==> src/rtl/hazard_pkg.sv <==
// Shared types and constants for the pipeline hazard sequencer.
package hazard_pkg;
  typedef enum logic {RUN, LU_STALL} hz_state_t;
  localparam logic [4:0] REG_X0 = 5'd0;
  localparam int LAT_W = 3;
endpackage

==> src/rtl/pipeline_hazard_ctrl_sat_counter.sv <==
// Saturating event counter: counts inc pulses, sticks at all-ones.
module sat_counter #(
  parameter int CNT_W = 16
) (
  input  logic             clk,
  input  logic             rst,
  input  logic             inc,
  output logic [CNT_W-1:0] count
);
  always_ff @(posedge clk or posedge rst) begin
    if (rst)                     count <= '0;
    else if (inc && count != '1) count <= count + CNT_W'(1);
  end
endmodule

==> src/rtl/pipeline_hazard_ctrl.sv <==
// Stall/flush sequencer for the 5-stage pipeline; Mealy controls plus perf counters.
module pipeline_hazard_ctrl
  import hazard_pkg::*;
#(
  parameter int LOAD_LAT = 1,
  parameter int CNT_W    = 16
) (
  input  logic             clk,
  input  logic             rst,
  input  logic [4:0]       id_rs1,
  input  logic [4:0]       id_rs2,
  input  logic             id_use_rs1,
  input  logic             id_use_rs2,
  input  logic [4:0]       ex_rd,
  input  logic             ex_mem_read,
  input  logic             ex_reg_write,
  input  logic             ex_redirect,
  input  logic             imem_ready,
  input  logic             dmem_stall,
  output logic             pc_retain,
  output logic             if_id_retain,
  output logic             flush_if_id,
  output logic             id_ex_retain,
  output logic             flush_id_ex,
  output logic             ex_mem_retain,
  output logic             flush_mem_wb,
  output logic [CNT_W-1:0] stall_cnt,
  output logic [CNT_W-1:0] flush_cnt,
  output logic [CNT_W-1:0] lu_cnt
);
  localparam logic [LAT_W-1:0] LU_INIT = LAT_W'(LOAD_LAT - 1);

  hz_state_t        state, state_nxt;
  logic [LAT_W-1:0] lu_left, lu_left_nxt;
  logic             lu_hit, flush_inc, lu_inc;

  always_comb begin
    lu_hit = ex_mem_read & ex_reg_write & (ex_rd != REG_X0) &
             ((id_use_rs1 & (id_rs1 == ex_rd)) | (id_use_rs2 & (id_rs2 == ex_rd)));
    pc_retain     = 1'b0;
    if_id_retain  = 1'b0;
    flush_if_id   = 1'b0;
    id_ex_retain  = 1'b0;
    flush_id_ex   = 1'b0;
    ex_mem_retain = 1'b0;
    flush_mem_wb  = 1'b0;
    flush_inc     = 1'b0;
    lu_inc        = 1'b0;
    state_nxt     = state;
    lu_left_nxt   = lu_left;
    // Controls are forced quiet while reset is held.
    if (rst) begin
      state_nxt = RUN;
    end else if (dmem_stall) begin
      pc_retain     = 1'b1;
      if_id_retain  = 1'b1;
      id_ex_retain  = 1'b1;
      ex_mem_retain = 1'b1;
      flush_mem_wb  = 1'b1;
    end else if (ex_redirect) begin
      flush_if_id = 1'b1;
      flush_id_ex = 1'b1;
      flush_inc   = 1'b1;
      state_nxt   = RUN;
      lu_left_nxt = '0;
    end else if (lu_hit || state == LU_STALL) begin
      pc_retain    = 1'b1;
      if_id_retain = 1'b1;
      flush_id_ex  = 1'b1;
      if (state == RUN) begin
        lu_inc = 1'b1;
        if (LOAD_LAT > 1) begin
          state_nxt   = LU_STALL;
          lu_left_nxt = LU_INIT;
        end
      end else begin
        lu_left_nxt = lu_left - LAT_W'(1);
        if (lu_left == LAT_W'(1)) state_nxt = RUN;
      end
    end else if (!imem_ready) begin
      pc_retain   = 1'b1;
      flush_if_id = 1'b1;
    end
  end

  always_ff @(posedge clk or posedge rst) begin
    if (rst) begin
      state   <= RUN;
      lu_left <= '0;
    end else begin
      state   <= state_nxt;
      lu_left <= lu_left_nxt;
    end
  end

  sat_counter #(.CNT_W(CNT_W)) u_stall_cnt (.clk(clk), .rst(rst), .inc(pc_retain), .count(stall_cnt));
  sat_counter #(.CNT_W(CNT_W)) u_flush_cnt (.clk(clk), .rst(rst), .inc(flush_inc), .count(flush_cnt));
  sat_counter #(.CNT_W(CNT_W)) u_lu_cnt    (.clk(clk), .rst(rst), .inc(lu_inc),    .count(lu_cnt));
endmodule

==> config.mk <==
export PLATFORM = sky130hd
export DESIGN_NAME = pipeline_hazard_ctrl
export DESIGN_NICKNAME = d
export VERILOG_FILES = /design/src/rtl/hazard_pkg.sv /design/src/rtl/pipeline_hazard_ctrl_sat_counter.sv /design/src/rtl/pipeline_hazard_ctrl.sv
export SDC_FILE = /design/constraint.sdc
export NUM_CORES = 1
export LEC_CHECK = 0
export BUFFER_PORTS_ARGS = -buffer_cell sky130_fd_sc_hd__clkbuf_2
export CELL_PAD_IN_SITES_DETAIL_PLACEMENT = 0
export CELL_PAD_IN_SITES_GLOBAL_PLACEMENT = 2
export CORE_MARGIN = 2
export CORE_UTILIZATION = 29
export CTS_CLUSTER_SIZE = 20
export DETAILED_ROUTE_END_ITERATION = 8
export HOLD_SLACK_MARGIN = 0.02
export PLACE_DENSITY = 0.8
export SLEW_MARGIN = 0
export SYNTH_ARGS = -nofsm -noshare
export SYNTH_HDL_FRONTEND = slang
export SYNTH_SLANG_ARGS = --single-unit
==> constraint.sdc <==
create_clock -name clk -period 2.32 [get_ports clk]
set_input_delay 0.58 -clock clk [delete_from_list [all_inputs] [get_ports clk]]
set_output_delay 0.58 -clock clk [all_outputs]
set_load 0.05 [all_outputs]
# Word-level counts from Yosys, hierarchy flattened
# Cells that the tools add are included.
[classes]
add_sub_neg = 4
n_eq_ne = 7
mux = 35
bitwise = 8
reduce_logical = 10
[op_table]
columns = ["op", "count"]
rows = [
  ["$add 16x1->16 const B", 3],
  ["$ne 16x16->1 const B", 3],
  ["$mux 1", 32],
  ["$eq 5x5->1", 2],
  ["$mux 3", 3],
  ["$and 1x1->1", 5],
  ["$reduce_bool 5->1", 1],
  ["$reduce_and 4->1", 1],
  ["$reduce_bool 2->1", 2],
  ["$eq 3x1->1 const B", 1],
  ["$logic_and 1x1->1", 3],
  ["$reduce_bool 3->1", 1],
  ["$sub 3x1->3 const B", 1],
  ["$ne 2x2->1 const B", 1],
  ["$not 1->1", 2],
  ["$reduce_and 2->1", 1],
  ["$logic_or 1x1->1", 1],
  ["$or 1x1->1", 1],
]
[word_totals]
register_bits = 52
input_bits = 24
out_inout_bits = 55
word_cells = 69

# Logic depth before layout (Yosys ltp)
# Gate-level depths: netlist (run 1).
[logic_depth]
ltp_word = 10
mapped_depth = 8
ltp_nobuf = 7

# Modules after synthesis
# Synthesis (run 1) repeated with hierarchy kept, for this count alone.
[unflattened]
cells_unflattened = 270
area_unflattened_um2 = 2869.0
[modules_own_cells]
columns = ["mod", "instances", "cells_per_inst", "area_per_inst_um2", "seq_area_each_um2"]
rows = [
  ["sat_counter", 3, 71, 805.8, 400.4],
  ["pipeline_hazard_ctrl", 1, 57, 451.7, 100.1],
]

# Worst setup path after synthesis (run 1)
# Ideal clock, no wire load.
[synth_timing]
path_type = "input-to-reg"
startpoint = "input port dmem_stall"
endpoint = "register u_stall_cnt.count[14]"
setup_time_ns = 0.125
arrival_time_ns = 3.291
required_time_ns = 2.195
path_slack_ns = -1.096
cell_stages = 6
n_path_buf = 0
path_cell_list = "nor2b_1 > nor3b_1 > a21bo_2 > a21oi_1 > nand4_1 > mux2_2"
[synth_via]
elab_chain_cells = 3
[synth_lines]
columns = ["element", "line_no", "source"]
rows = [
  ["start, declared", "pipeline_hazard_ctrl.sv:19", "input logic dmem_stall,"],
  ["$mux 1", "pipeline_hazard_ctrl.sv:54", "end else if (dmem_stall) begin"],
  ["$mux 1", "pipeline_hazard_ctrl.sv:52", "if (rst) begin"],
  ["via pc_retain", "pipeline_hazard_ctrl.sv:20", "output logic pc_retain,"],
  ["$logic_and 1x1->1", "pipeline_hazard_ctrl_sat_counter.sv:12", "else if (inc && count != '1) count <= count + CNT_W'(1);"],
  ["end signal, assigned", "pipeline_hazard_ctrl_sat_counter.sv:12", ""],
  ["end, declared", "pipeline_hazard_ctrl_sat_counter.sv:8", "output logic [CNT_W-1:0] count"],
]
# The timed path passes the listed nets, and every way through them passes these cells.
# A chain may end at the register's enable or synchronous reset.

# Final worst setup path (run 1)
[layout_timing]
startpoint = "input port ex_rd[4]"
endpoint = "output port if_id_retain"
[layout_via]
elab_chain_cells = 9
elab_cells_between_ends = 13
classes_between = "eq/ne (2); mux (4); bitwise (5); reduce/logical (2)"
[layout_lines]
columns = ["element", "line_no", "source"]
rows = [
  ["start, declared", "pipeline_hazard_ctrl.sv:14", "input logic [4:0] ex_rd,"],
  ["$eq 5x5->1", "pipeline_hazard_ctrl.sv:39", "((id_use_rs1 & (id_rs1 == ex_rd)) | (id_use_rs2 & (id_rs2 == ex_rd)));"],
  ["$and 1x1->1", "pipeline_hazard_ctrl.sv:39", ""],
  ["$or 1x1->1", "pipeline_hazard_ctrl.sv:39", ""],
  ["$and 1x1->1 (*)", "pipeline_hazard_ctrl.sv:38", "lu_hit = ex_mem_read & ex_reg_write & (ex_rd != REG_X0) &"],
  ["$logic_or 1x1->1 (*)", "pipeline_hazard_ctrl.sv:66", "end else if (lu_hit || state == LU_STALL) begin"],
  ["$mux 1 (*)", "pipeline_hazard_ctrl.sv:66", ""],
  ["$mux 1 (*)", "pipeline_hazard_ctrl.sv:60", "end else if (ex_redirect) begin"],
  ["$mux 1 (*)", "pipeline_hazard_ctrl.sv:54", ""],
  ["$mux 1 (*)", "pipeline_hazard_ctrl.sv:52", ""],
  ["end, declared", "pipeline_hazard_ctrl.sv:21", "output logic if_id_retain,"],
]
# Every way passes the cells marked *; elsewhere a longest branch is shown, timed or not.

==> results of run 1 <==
registers in the layout (all words and copies together) (netlist names):
register,flops
u_stall_cnt.count,16
lu_left,3
state,1
u_lu_cnt.count,16
u_flush_cnt.count,16
placed cells by master (no fill, tap or decap), types with 3 or more instances in the layout:
cell | synthesis | routed
clkbuf_2 | 0 | 73
dfrtp_1 | 52 | 52
xnor2_1 | 30 | 30
buf_4 | 2 | 22
xor2_1 | 21 | 21
nand2_1 | 20 | 20
nand3_1 | 16 | 16
nand4_1 | 15 | 15
and3_1 | 13 | 13
nor2_1 | 14 | 13
inv_1 | 10 | 9
nor3_1 | 7 | 6
o21ai_0 | 6 | 6
clkbuf_8 | 0 | 6
ha_1 | 5 | 5
nor4_1 | 4 | 4
and2_1 | 4 | 4
a21oi_1 | 5 | 4
buf_6 | 1 | 3
buf_8 | 0 | 3
buf_12 | 0 | 3
where the power goes:
part	switching, mW	leakage (nW)	internal (mW)
Combinational	0.477	1.04	0.220
Clock	0.313	0.0445	0.244
Sequential	0.119	0.692	0.990
layout make-up:
cell class                      instances  area (um^2)
Clock buffer                            7         86.3
Clock inverter                          1         7.51
Fill cell                             910         5520
Inverter                               10         37.5
Multi-Input combinational cell        192         1390
Sequential cell                        52         1300
Tap cell                              111          139
Timing Repair Buffer                  104          669
final timing paths:
check,endpoint,slack [ns]
setup / recovery,if_id_retain,-0.30
hold reg to reg,u_flush_cnt.count[6],0.49
setup reg to reg,u_stall_cnt.count[1],0.28
min in group clk,u_flush_cnt.count[6],0.49
hold / removal,lu_left[1],0.34
max in group asynchronous,u_flush_cnt.count[5],1.49
logic make-up after synthesis:
family | after synthesis
and+or+nand+nor | 109
DFF | 52
xor gates and xnor gates | 51
AOI/OAI and AO/OA | 22
buffers and inverters | 16
muxes | 5
adders and majority gates | 5
layer usage:
metal / GRT usage / up-vias / share of wire
met5: 0 / - / 0
met4: 0.0411 / 0 / 0.012
met3: 0.0257 / 7 / 0.041
met2: 0.197 / 45 / 0.47
met1: 0.176 / 1052 / 0.48
li1: - / 1108 / -
worst min-delay path: cells and delay by family:
kind	cells	cell delay, ns
buf+inv	3	0.42
repair_timing:
| action | 4_1_cts | 5_1_grt |
|---|---|---|
| resized for setup | 7 | 12 |
| pin swaps | 3 | 3 |
| setup buffers | 2 | 2 |
| hold endpoints to repair | 0 | 0 |
| hold buffers | 0 | 0 |
| endpoints found under the setup margin | 4 | 4 |
==> metrics.cfg, run 1 <==
[place]
hpwl_mm = 4.68
place_area_um2 = 3440
gp_congestion = 0.780
place_ws_ns = -0.477
port-buffer-count = 78
dpl.cell_count = 465

[die]
start_util = 0.297
die_w_um = 101
core_area_um2 = 9150
rows = 35
die_h_um = 101
boundaryPins = 79
dieArea_um2 = 10200

[clock_network]
cts_buffer_depth = 2
clkTransAtPathRegs_ns = 0.09
cts_tree = done
cts_root_buf = clkbuf_8
cts_num_sinks = 52
insertion_delay_ns = 0.31
cts_made_buffers = 5
htreeDepth = 2

[routing]
vias_per_cell = 4.64
drt-total-wl_mm = 6.23
vias = 2212
drc = 0
wl_per_cell_um = 13.1
drt_iter0_drc = 32
first_pass_iters = 4
ant_nets = 0

[sta]
period_needed_ns = 2.62
tightestPinTransition_ns = 0.473
fmax_ghz = 0.382
hold_viol = 0
fin_skew_ns = 0.00970
drv_slew = 0
finalCritPeriodShare = 1.13
holdWs_ns = 0.343
setup_slack_ns = -0.300
rsz0062_at_grt = yes
tns_ns = -1.11
slew_headroom = 0.682
setup_viol = 4

[yosys]
synth.avg_cell_area_um2 = 10.4
ys_seq_area_frac = 0.479
syn-num-nets = 289
synthMuxAreaShare = 0.0216
synth_top_family_by_area = simple AND/OR/NAND/NOR gates
ys.flop_type = dfrtp_1
synth_xor_area_frac = 0.164
synth_edf_count = 0
synth.largest_area_cell = dfrtp_1
synth_warnings = 0
synthCells = 260
ys_top_cells_by_area = dfrtp_1 48%, xnor2_1 9.7%, xor2_1 6.8%, nand4_1 3.5%, and3_1 3.0%
synthSimpleGateAreaFrac = 0.224
synth_most_common_cell = dfrtp_1
async_reset_ff_frac = 1.00
synth_compound_area_frac = 0.0599
synth_cell_types = 42
syn_area_um2 = 2720
synthTopCellsByCount = 52 x dfrtp_1, 30 x xnor2_1, 21 x xor2_1
synth_top_area_share = 0.479
yosys.area_share.adder = 0.0230
synth-seq-cells = 52

[job]
drv_cap = 0

[layout]
final_area_um2 = 3630
area_delta_synth_final_pct = 33.8
num_antenna_cells = 0
fin_cells = 477
utilization = 0.397
final_nets = 394
drive_above_1_share = 0.363

[global_route]
grt_start_max_net_pins = 49
grt_first_pass_wirelength_mm = 10.3
grtUsageTotal = 0.127
gr-total-overflow = 0
grt_pass1_vias = 2134
antenna_found_initial = 0

[worst_setup_path]
r2r-start = u_stall_cnt.count[0]
startpoint = ex_rd[4]
path_max_fanout = 4
worstPathCellList = buf_6, or4_4, o211ai_1, nor2_4, o31a_2, buf_8
worst_path_dominant_cell_family = compound AO/OA/AOI/OAI gates
critical-path-max-stage-delay_ns = 0.51
worstPathArrival_ns = 2.04
critPathBufInv = 2
start_kind = input port
path_depth = 6
setup.worst_path.end_class = primary output
cp_data_required_time_ns = 1.74
crit_slowest_cell = or4_4
path_class = input port to primary output
reg2regPathDepth = 7

[power_and_ir_drop]
powerDensity_nw_per_um2 = 650
ir_drop_mv = 0.682
power_leakage_nw = 1.78
finalPower_mw = 2.36

[min_path]
min_path_type = input port to asynchronous set/reset pin

[run_status]
violations = setup timing
outcome = complete, but fails checks

Note: power is estimated with default switching activity, not from simulation.
==> inputs of run 2 (changes only) <==
Settings changed: CORE_UTILIZATION 29 to 30, CTS_BUF_LIST set to sky130_fd_sc_hd__clkbuf_8, PLACE_DENSITY 0.8 to 0.82, SETUP_SLACK_MARGIN set to 0.15.
==> run 2 against run 1 <==
Compared with the run above:
- the run still ends with setup timing left
- sequential power is essentially flat
- global-route usage up 0.18 points
- flip-flop and latch count unchanged
- total power up 5.2%
- fmax fell by 0.44%
- core utilization up 3.7 points
- sequential share of layout area is 1.6 points lower
- first-iteration DRC count increased by 53%
==> metrics.cfg, run 2 (same netlist as run 1, synthesis figures left out) <==
[run_status]
outcome = complete, but fails checks
violations = setup timing

[power_and_ir_drop]
p_comb_frac = 0.292
p_clk_frac = 0.262
switching_share = 0.374
power_leakage_nw = 1.86
finalPower_mw = 2.49
powerDensity_nw_per_um2 = 654
seqPwrFrac = 0.446
p_int_mw = 1.56
ir_drop_mv = 0.491
p_switching_mw = 0.929

[routing]
wl_per_cell_um = 13.4
drc = 0
vias_per_cell = 4.73
first_pass_iters = 4
drt-total-wl_mm = 6.39
vias = 2262
drt_iter0_drc = 49
ant_nets = 0

[sta]
setup_slack_ns = -0.311
rsz0062_at_grt = yes
period_needed_ns = 2.63
drv_slew = 0
slew_headroom = 0.680
tightestPinTransition_ns = 0.476
setup_viol = 9
tns_ns = -1.25
fmax_ghz = 0.380
finalCritPeriodShare = 1.13
hold_viol = 0
fin_skew_ns = 0.00947

[place]
port-buffer-count = 78
hpwl_mm = 4.62
place_ws_ns = -0.436
gp_congestion = 0.727

[clock_network]
insertion_delay_ns = 0.31
cts_root_buf = clkbuf_8
cts_made_buffers = 5
cts_tree = done
cts_buffer_depth = 2
htreeDepth = 2
clkTransAtPathRegs_ns = 0.09
postCtsHoldBufs = 0
cts_num_sinks = 52

[layout]
drive_above_1_share = 0.397
area_delta_synth_final_pct = 39.9
final_cell_mix = 70 x clkbuf_2, 52 x dfrtp_1, 29 x xnor2_1
utilization = 0.434
top_regs = u_flush_cnt.count (16), u_lu_cnt.count (16), u_stall_cnt.count (16)
final_nets = 398
nFillCells = 861
final_common_cell = clkbuf_2
num_antenna_cells = 0

[global_route]
gr-total-overflow = 0
globalRouteMet3Util = 0.0323
use_met1 = 0.167
grt_pass1_vias = 2206
grt_start_max_net_pins = 45
grt_first_pass_wirelength_mm = 10.3
grtUsageTotal = 0.128
met2_usage = 0.214
grt-busiest-layer = met2
antenna_found_initial = 0

[worst_setup_path]
critical-path-max-stage-delay_ns = 0.52
path_max_fanout = 6
r2r-start = u_stall_cnt.count[0]
worstPathCellList = buf_6, or4_4, o211ai_1, buf_4, nor2_4, o31a_2, buf_8
crit_slowest_cell = or4_4
setup.worst_path.end_class = primary output
start_kind = input port
cp_data_required_time_ns = 1.74
startpoint = ex_rd[1]
worst_path_dominant_cell_family = simple AND/OR/NAND/NOR gates
path_class = input port to primary output
worstPathArrival_ns = 2.05
critPathBufInv = 3

[die]
die_h_um = 99.2
rows = 34
start_util = 0.310
die_w_um = 99.2
dieArea_um2 = 9830
boundaryPins = 79
core_area_um2 = 8760

[job]
drv_cap = 0

[min_path]
min_path_type = input port to asynchronous set/reset pin

## run 2: cell count changes in the layout (fill, tap and decap cells not counted), moves of 3 or more
cell and delta:
clkbuf_2 -3, nor2_1 -4, nor2_4 +4, buf_6 +4
## run 2: layout make-up
class | count | area, um^2 | area share
multi-input cells | 192 | 1470 | 0.385
flip-flops and latches | 52 | 1300 | 0.342
repair buffers | 108 | 747 | 0.197
well taps | 108 | 135 | 0.0355
clock buffers | 5 | 68.8 | 0.0181
clock inverters | 3 | 46.3 | 0.0122
inverters | 10 | 37.5 | 0.00987
## run 2: power groups by stage
stage	sequential (mW)	clock (mW)	combinational (mW)
6_report	1.11	0.651	0.727
3_3_place_gp	1.12	0	0.680
4_1_cts	1.11	0.677	0.701
3_5_place_dp	1.13	0	0.689
2_1_floorplan	1.39	0	0.217
5_1_grt	1.13	0.717	0.780
## run 2: routing by layer
layer	vias up	share of wire	routed length (um)
li1	1117	-	-
met1	1073	0.46	2960
met5	-	0	0
met2	67	0.47	2990
met4	0	0.0075	48
met3	5	0.062	399
## run 2: path summary, 6_finish.rpt
kind | endpoint | slack, ns | cells past startpoint
worst max-delay path | flush_id_ex | -0.31 | 7
max in group asynchronous | u_stall_cnt.count[0] | 1.44 | 4
worst max register to register | u_stall_cnt.count[1] | 0.24 | 7
worst min register to register | u_lu_cnt.count[15] | 0.49 | 1
worst min-delay path | lu_left[2] | 0.38 | 3
min in group clk | u_lu_cnt.count[15] | 0.49 | 1
## run 2: worst register-to-register path, stage by stage (launching register included)
cell and delay, ns:
dfrtp_1 0.42, ha_1 0.21, nand2_1 0.10, nor4_1 0.44, and3_1 0.29, a211oi_4 0.08
buf_12 0.15, mux2_4 0.29
## run 2: stage by stage
stage               cell area, um^2  hold WS (ns)  instances
detailed placement             3430         0.479        461
floorplan                      2750         0.450        260
global placement               3430         0.470        461
CTS                            3600         0.369        470
finish                         3800         0.383        478
global route                   3800         0.380        478
## run 2: what timing repair did
action,CTS,global route
endpoints found under the hold margin,0,0
setup endpoints to repair,6,9
pin swaps,1,23
resized for setup,10,30
gates cloned,0,1
buffers inserted,1,7
